`config.mk`:
```
export PLATFORM = sky130hd
export DESIGN_NAME = map_update_arbiter
export DESIGN_NICKNAME = d
export VERILOG_FILES = /design/src/rtl/map_update_arbiter.sv
export SDC_FILE = /design/constraint.sdc
export NUM_CORES = 2
export LEC_CHECK = 0
export ABC_AREA = 1
export CAP_MARGIN = 25
export CORE_ASPECT_RATIO = 0.5
export CORE_MARGIN = 4
export CORE_UTILIZATION = 39
export CTS_BUF_LIST = sky130_fd_sc_hd__clkbuf_8
export CTS_CLUSTER_SIZE = 40
export DETAILED_ROUTE_END_ITERATION = 10
export HOLD_SLACK_MARGIN = 0.15
export PLACE_DENSITY = 0.65
export SYNTH_ARGS = -nofsm -noshare
export SYNTH_HDL_FRONTEND = slang
export SYNTH_SLANG_ARGS = --single-unit
export TNS_END_PERCENT = 100
```
`constraint.sdc`:
```
create_clock -name clk -period 11.55 [get_ports clk]
set_input_delay 1.155 -clock clk [delete_from_list [all_inputs] [get_ports clk]]
set_output_delay 1.155 -clock clk [all_outputs]
set_load 0.02 [all_outputs]
```
`src/rtl/map_update_arbiter.sv`:
```
// Working/display copies of the 8x18 card map and selection bitmap. Arbitrates
// local and remote cell writes, sequences a full-board clear, and commits at vblank.
module map_update_arbiter (
    input  logic         clk,
    input  logic         rst,
    input  logic [9:0]   v_cnt,
    input  logic         req_loc,
    input  logic [7:0]   loc_pos,
    input  logic [5:0]   loc_card,
    input  logic         loc_sel,
    output logic         loc_ack,
    input  logic         req_rmt,
    input  logic [7:0]   rmt_pos,
    input  logic [5:0]   rmt_card,
    input  logic         rmt_sel,
    output logic         rmt_ack,
    input  logic         clr_req,
    output logic         busy,
    output logic         err_pos,
    output logic         frame_commit,
    output logic [863:0] map,
    output logic [143:0] sel_card
);

    localparam int         CELLS       = 144;
    localparam logic [5:0] EMPTY_CODE  = 6'd54;
    localparam logic [9:0] VBLANK_LINE = 10'd480;

    typedef enum logic {IDLE, CLEAR} state_t;

    state_t             state, state_nxt;
    logic [7:0]         cnt, cnt_nxt;
    logic               rr, rr_nxt;
    logic [9:0]         v_prev;
    logic               commit_pend;
    logic [CELLS*6-1:0] wmap;
    logic [CELLS-1:0]   wsel;

    logic       grant_loc, grant_rmt, grant, pos_ok, clr_wr;
    logic [7:0] grant_pos;
    logic [5:0] grant_card;
    logic       grant_sel;
    logic       wr_en;
    logic [7:0] wr_idx;
    logic [9:0] wr_base;
    logic [5:0] wr_card;
    logic       wr_sel;
    logic       vblank_edge, commit_now;

    assign vblank_edge = (v_cnt == VBLANK_LINE) && (v_prev != VBLANK_LINE);
    // A commit deferred by a clear fires in the first IDLE cycle after it.
    assign commit_now  = (state == IDLE) && (vblank_edge || commit_pend);
    assign busy        = (state == CLEAR);

    always_comb begin
        state_nxt = state;
        cnt_nxt   = cnt;
        rr_nxt    = rr;
        grant_loc = 1'b0;
        grant_rmt = 1'b0;
        clr_wr    = 1'b0;
        case (state)
            IDLE: begin
                if (clr_req) begin
                    state_nxt = CLEAR;
                    cnt_nxt   = 8'd0;
                end else if (req_loc && (!req_rmt || !rr)) begin
                    grant_loc = 1'b1;
                    rr_nxt    = ~rr;
                end else if (req_rmt) begin
                    grant_rmt = 1'b1;
                    rr_nxt    = ~rr;
                end
            end
            CLEAR: begin
                clr_wr  = 1'b1;
                cnt_nxt = cnt + 8'd1;
                if (cnt == 8'(CELLS - 1)) state_nxt = IDLE;
            end
            default: state_nxt = IDLE;
        endcase
    end

    assign grant      = grant_loc || grant_rmt;
    assign grant_pos  = grant_rmt ? rmt_pos  : loc_pos;
    assign grant_card = grant_rmt ? rmt_card : loc_card;
    assign grant_sel  = grant_rmt ? rmt_sel  : loc_sel;
    assign pos_ok     = grant_pos < 8'(CELLS);

    // Single write port into the working store, shared by grants and the clear sweep.
    assign wr_en   = (grant && pos_ok) || clr_wr;
    assign wr_idx  = clr_wr ? cnt : grant_pos;
    assign wr_card = clr_wr ? EMPTY_CODE : grant_card;
    assign wr_sel  = clr_wr ? 1'b0 : grant_sel;
    assign wr_base = {2'b00, wr_idx} * 10'd6;

    always_ff @(posedge clk) begin
        if (rst) begin
            state        <= IDLE;
            cnt          <= 8'd0;
            rr           <= 1'b0;
            v_prev       <= 10'd0;
            commit_pend  <= 1'b0;
            loc_ack      <= 1'b0;
            rmt_ack      <= 1'b0;
            err_pos      <= 1'b0;
            frame_commit <= 1'b0;
        end else begin
            state        <= state_nxt;
            cnt          <= cnt_nxt;
            rr           <= rr_nxt;
            v_prev       <= v_cnt;
            loc_ack      <= grant_loc;
            rmt_ack      <= grant_rmt;
            err_pos      <= grant && !pos_ok;
            frame_commit <= commit_now;
            if (commit_now)
                commit_pend <= 1'b0;
            else if (state == CLEAR && vblank_edge)
                commit_pend <= 1'b1;
        end
    end

    always_ff @(posedge clk) begin
        if (rst) begin
            wmap <= {CELLS{EMPTY_CODE}};
            wsel <= '0;
        end else if (wr_en) begin
            wmap[wr_base +: 6] <= wr_card;
            wsel[wr_idx]       <= wr_sel;
        end
    end

    // Display copy samples the working store before this cycle's write lands.
    always_ff @(posedge clk) begin
        if (rst) begin
            map      <= {CELLS{EMPTY_CODE}};
            sel_card <= '0;
        end else if (commit_now) begin
            map      <= wmap;
            sel_card <= wsel;
        end
    end

endmodule

```
==> flow_metrics.tcl <==
set metrics [dict create \
    outcome "complete, no violations" \
    clkSlewWorstSetupHoldPaths_ns 0.07 \
    report.power.total_mw 15.69 \
    cell_types_with_the_largest_area_share_after_synthesis "sky130_fd_sc_hd__dfxtp_1, sky130_fd_sc_hd__nand2_1, sky130_fd_sc_hd__nor2_1" \
    yosysTopAreaCellShare_pct 54.88 \
    fp-row-count 113 \
    synth-async-reset-ratio_pct 0 \
    clk_path_buf_depth 4 \
    antenna_violating_nets_post_route 0 \
    timing.setup.tns_ns 0 \
    initial_utilization_pct 39.24 \
    drt_drc_violations_left 0 \
    hold_end "map[550]" \
    die_h_um 316.9 \
    number_of_pins_with_negative_max_slew_slack_in_the_final_report 0 \
    transition_time_of_the_tightest_slew_check_pin_ns 1.297 \
    nets 9928 \
    worst_path_arrival_time_ns 9.29 \
    yosys_warnings 0 \
    netlist_instances 8936 \
    ios 1058 \
    grt_start_max_net_pins 213 \
    drt_first_iter_violations 10409 \
    worst_skew_pair.late_latency_ns 1.00 \
    finalHoldViolCount 0 \
    cts_inserted_buffers 303 \
    mappedNetlistArea_um2 74450 \
    core_region_area_um2 189700 \
    cts_hold_buf 0 \
    post_synth_num_cell_types 54 \
    numPortBuffers 1057 \
    die_area_um2 198400 \
    worstHoldPathType "register to register" \
    hold_path.startpoint "wmap[550]" \
    grt_pass1_wl_mm 503.7 \
    period_share_pct 73.09 \
    kind_of_launch_point_of_the_worst_setup_path "input port" \
    peakVddDrop_uv 87.57 \
    slew_headroom_pct 13.55 \
    hpwlAfterDp_mm 267.8 \
    drive_above_1_share_pct 7.063 \
    synth-seq-cells 2041 \
    die-width_um 625.9 \
    mappedNetlistNets 8998 \
    worst_clock_skew_ns 0.1074 \
    setup-violations-final 0 \
    r2r.worst_path.cells 25 \
    achievable-frequency_mhz 118.5 \
    grt_residual_overflow 0 \
    fin_util_pct 49.18 \
    cts_tree "yes" \
    primary_flip_flop_cell_chosen_by_synthesis_mapping "sky130_fd_sc_hd__dfxtp_1" \
    gpl.final_weighted_congestion 1.030 \
    r2r_setup_slack_ns 3.12 \
    worst_ep_required_time_ns 12.39 \
    avgViaCountPerCell 5.787 \
    firstDrtPassIters 9 \
    final.min_clock_period_ns 8.442 \
    clock_h_tree_levels 5 \
    clockRootBuffer "sky130_fd_sc_hd__clkbuf_8" \
    critPathKind "input port to register" \
    cell_type_contributing_the_most_total_cell_area_after_synthesis "sky130_fd_sc_hd__dfxtp_1" \
    post_synth_edffs 0 \
    cts_sinks 2041 \
    grt_pass1_vias 65175 \
    total_leakage_power_nw 37.05 \
    cts.repair.resized 0 \
    r2r_end "wmap[787]" \
    via_count 73147 \
    wire_length_per_cell_um 29.41 \
    routed_wl_mm 371.7 \
    seq_area_frac_synth_pct 54.88 \
    power-per-cell-area_nw_per_um2 168.2 \
    unrepaired_setup_endpoints_after_global_routing "no" \
    crit-reg2reg-launch "busy" \
    cts_setup_buffers 0 \
    synthToLayoutAreaGrowth_pct 25.34 \
    crit_path_end_kind "register" \
    worst_hold_path.num_cells 2 \
    antenna_found_initial 32 \
    grt.total_usage_pct 35.53 \
    drv_cap 0 \
    worst_slack_setup_final_ns 3.108 \
    synthesis.area_per_instance_um2 8.331 \
    dpl_worst_slack_ns 2.458 \
    finalHoldWorstSlack_ns 0.4147 \
    critical_path.max_fanout 30 \
]
-- kinds of logic after synthesis --
logic type | synth area share [%]
flip-flops | 54.88
buffers and inverters | 6.570
AO/OA/AOI/OAI | 19.14
XOR/XNOR | 0.01177
AND/OR/NAND/NOR | 19.10
adder cells (fa/ha/maj) | 0.2958
-- power breakdown --
part | leakage [nW] | switching (mW) | internal (mW)
clock network | 3.41 | 3.00 | 3.10
logic | 17.2 | 2.17 | 0.304
registers | 16.5 | 0.0280 | 7.08
-- critical path, stage by stage --
cell	delay, ns
sky130_fd_sc_hd__clkdlybuf4s50_1	0.45
sky130_fd_sc_hd__nor2_2	0.42
sky130_fd_sc_hd__nand2_1	0.15
sky130_fd_sc_hd__nor2_2	0.51
sky130_fd_sc_hd__nand2_1	0.14
sky130_fd_sc_hd__nand3_2	0.09
sky130_fd_sc_hd__nand2_2	0.26
sky130_fd_sc_hd__inv_1	0.21
sky130_fd_sc_hd__ha_1	0.32
sky130_fd_sc_hd__inv_1	0.16
sky130_fd_sc_hd__fa_1	0.62
sky130_fd_sc_hd__inv_1	0.09
sky130_fd_sc_hd__nor3_1	0.20
sky130_fd_sc_hd__inv_1	0.08
sky130_fd_sc_hd__nor2_2	0.17
sky130_fd_sc_hd__nand2_1	0.09
sky130_fd_sc_hd__nor2_1	0.18
sky130_fd_sc_hd__nand3_2	0.59
sky130_fd_sc_hd__nand2_4	0.74
sky130_fd_sc_hd__nand2_4	0.42
sky130_fd_sc_hd__nor2_4	0.86
sky130_fd_sc_hd__inv_2	0.61
sky130_fd_sc_hd__nor2_1	0.37
sky130_fd_sc_hd__inv_1	0.10
sky130_fd_sc_hd__a21oi_1	0.14
sky130_fd_sc_hd__o21ai_1	0.09
-- Yosys cell counts (26+ instances only) --
master and count:
sky130_fd_sc_hd__dfxtp_1 2041, sky130_fd_sc_hd__nand2_1 1393, sky130_fd_sc_hd__nor2_1 1049, sky130_fd_sc_hd__o21ai_0 691, sky130_fd_sc_hd__a21oi_1 690, sky130_fd_sc_hd__inv_1 665, sky130_fd_sc_hd__nand3_1 565, sky130_fd_sc_hd__o22a_1 396
sky130_fd_sc_hd__clkbuf_1 376, sky130_fd_sc_hd__a22o_1 265, sky130_fd_sc_hd__o211ai_1 125, sky130_fd_sc_hd__nand4_1 113, sky130_fd_sc_hd__nor3_1 103, sky130_fd_sc_hd__buf_2 87, sky130_fd_sc_hd__buf_1 79, sky130_fd_sc_hd__nor2_2 39
sky130_fd_sc_hd__o21ai_1 39, sky130_fd_sc_hd__inv_2 29, sky130_fd_sc_hd__nand2_2 28, sky130_fd_sc_hd__nor4_1 26
-- cells in the final DEF (no fill, tap or decap), drive strengths merged, types with 123 or more instances in the layout --
master	instances
o21ai	737
buf	123
nand2	1428
clkdlybuf4s50	1056
nand3	572
o211ai	125
nor2	1092
a22o	265
dfxtp	2041
clkbuf	373
a21oi	693
inv	788
o22a	396
-- layout make-up --
| class | instances | area (um^2) |
|---|---|---|
| clock buffers | 372 | 5120 |
| well taps | 2530 | 3166 |
| diodes | 29 | 72.57 |
| repair buffers | 1180 | 11680 |
| inverters | 702 | 2671 |
| fillers | 18311 | 96430 |
| flip-flops and latches | 2041 | 40860 |
| clock inverters | 147 | 923.4 |
| multi-input cells | 5638 | 28820 |
-- per-layer routing --
layer	global-route usage [%]	routed length (um)
met4	27.61	33590
met5	0	104
met3	10.36	43890
met1	43.73	137800
met2	52.40	156400
-- stage by stage --
| step | cells | area, um^2 |
|---|---|---|
| finish | 12639 | 93310 |
| global route | 12620 | 93260 |
| CTS | 12605 | 93170 |
| detailed placement | 12086 | 87120 |
| global placement | 12078 | 87030 |
| floorplan | 8936 | 74450 |
-- flip-flops by register name (all words and copies together) (netlist names), 8 cells and up --
signal / flops
sel_card: 144
map: 864
wmap: 864
cnt: 8
wsel: 144
v_prev: 10
-- how the worst max path moves through the flow --
stage / from / cells past startpoint / endpoint
6_report: clr_req / 26 / wmap[787]
5_1_grt: busy / 25 / wmap[787]
4_1_cts: busy / 25 / wmap[787]
3_5_place_dp: clr_req / 26 / wmap[787]
3_3_place_gp: clr_req / 26 / wmap[806]
2_1_floorplan: req_rmt / 25 / wmap[259]
(Power assumes the default switching activity.)
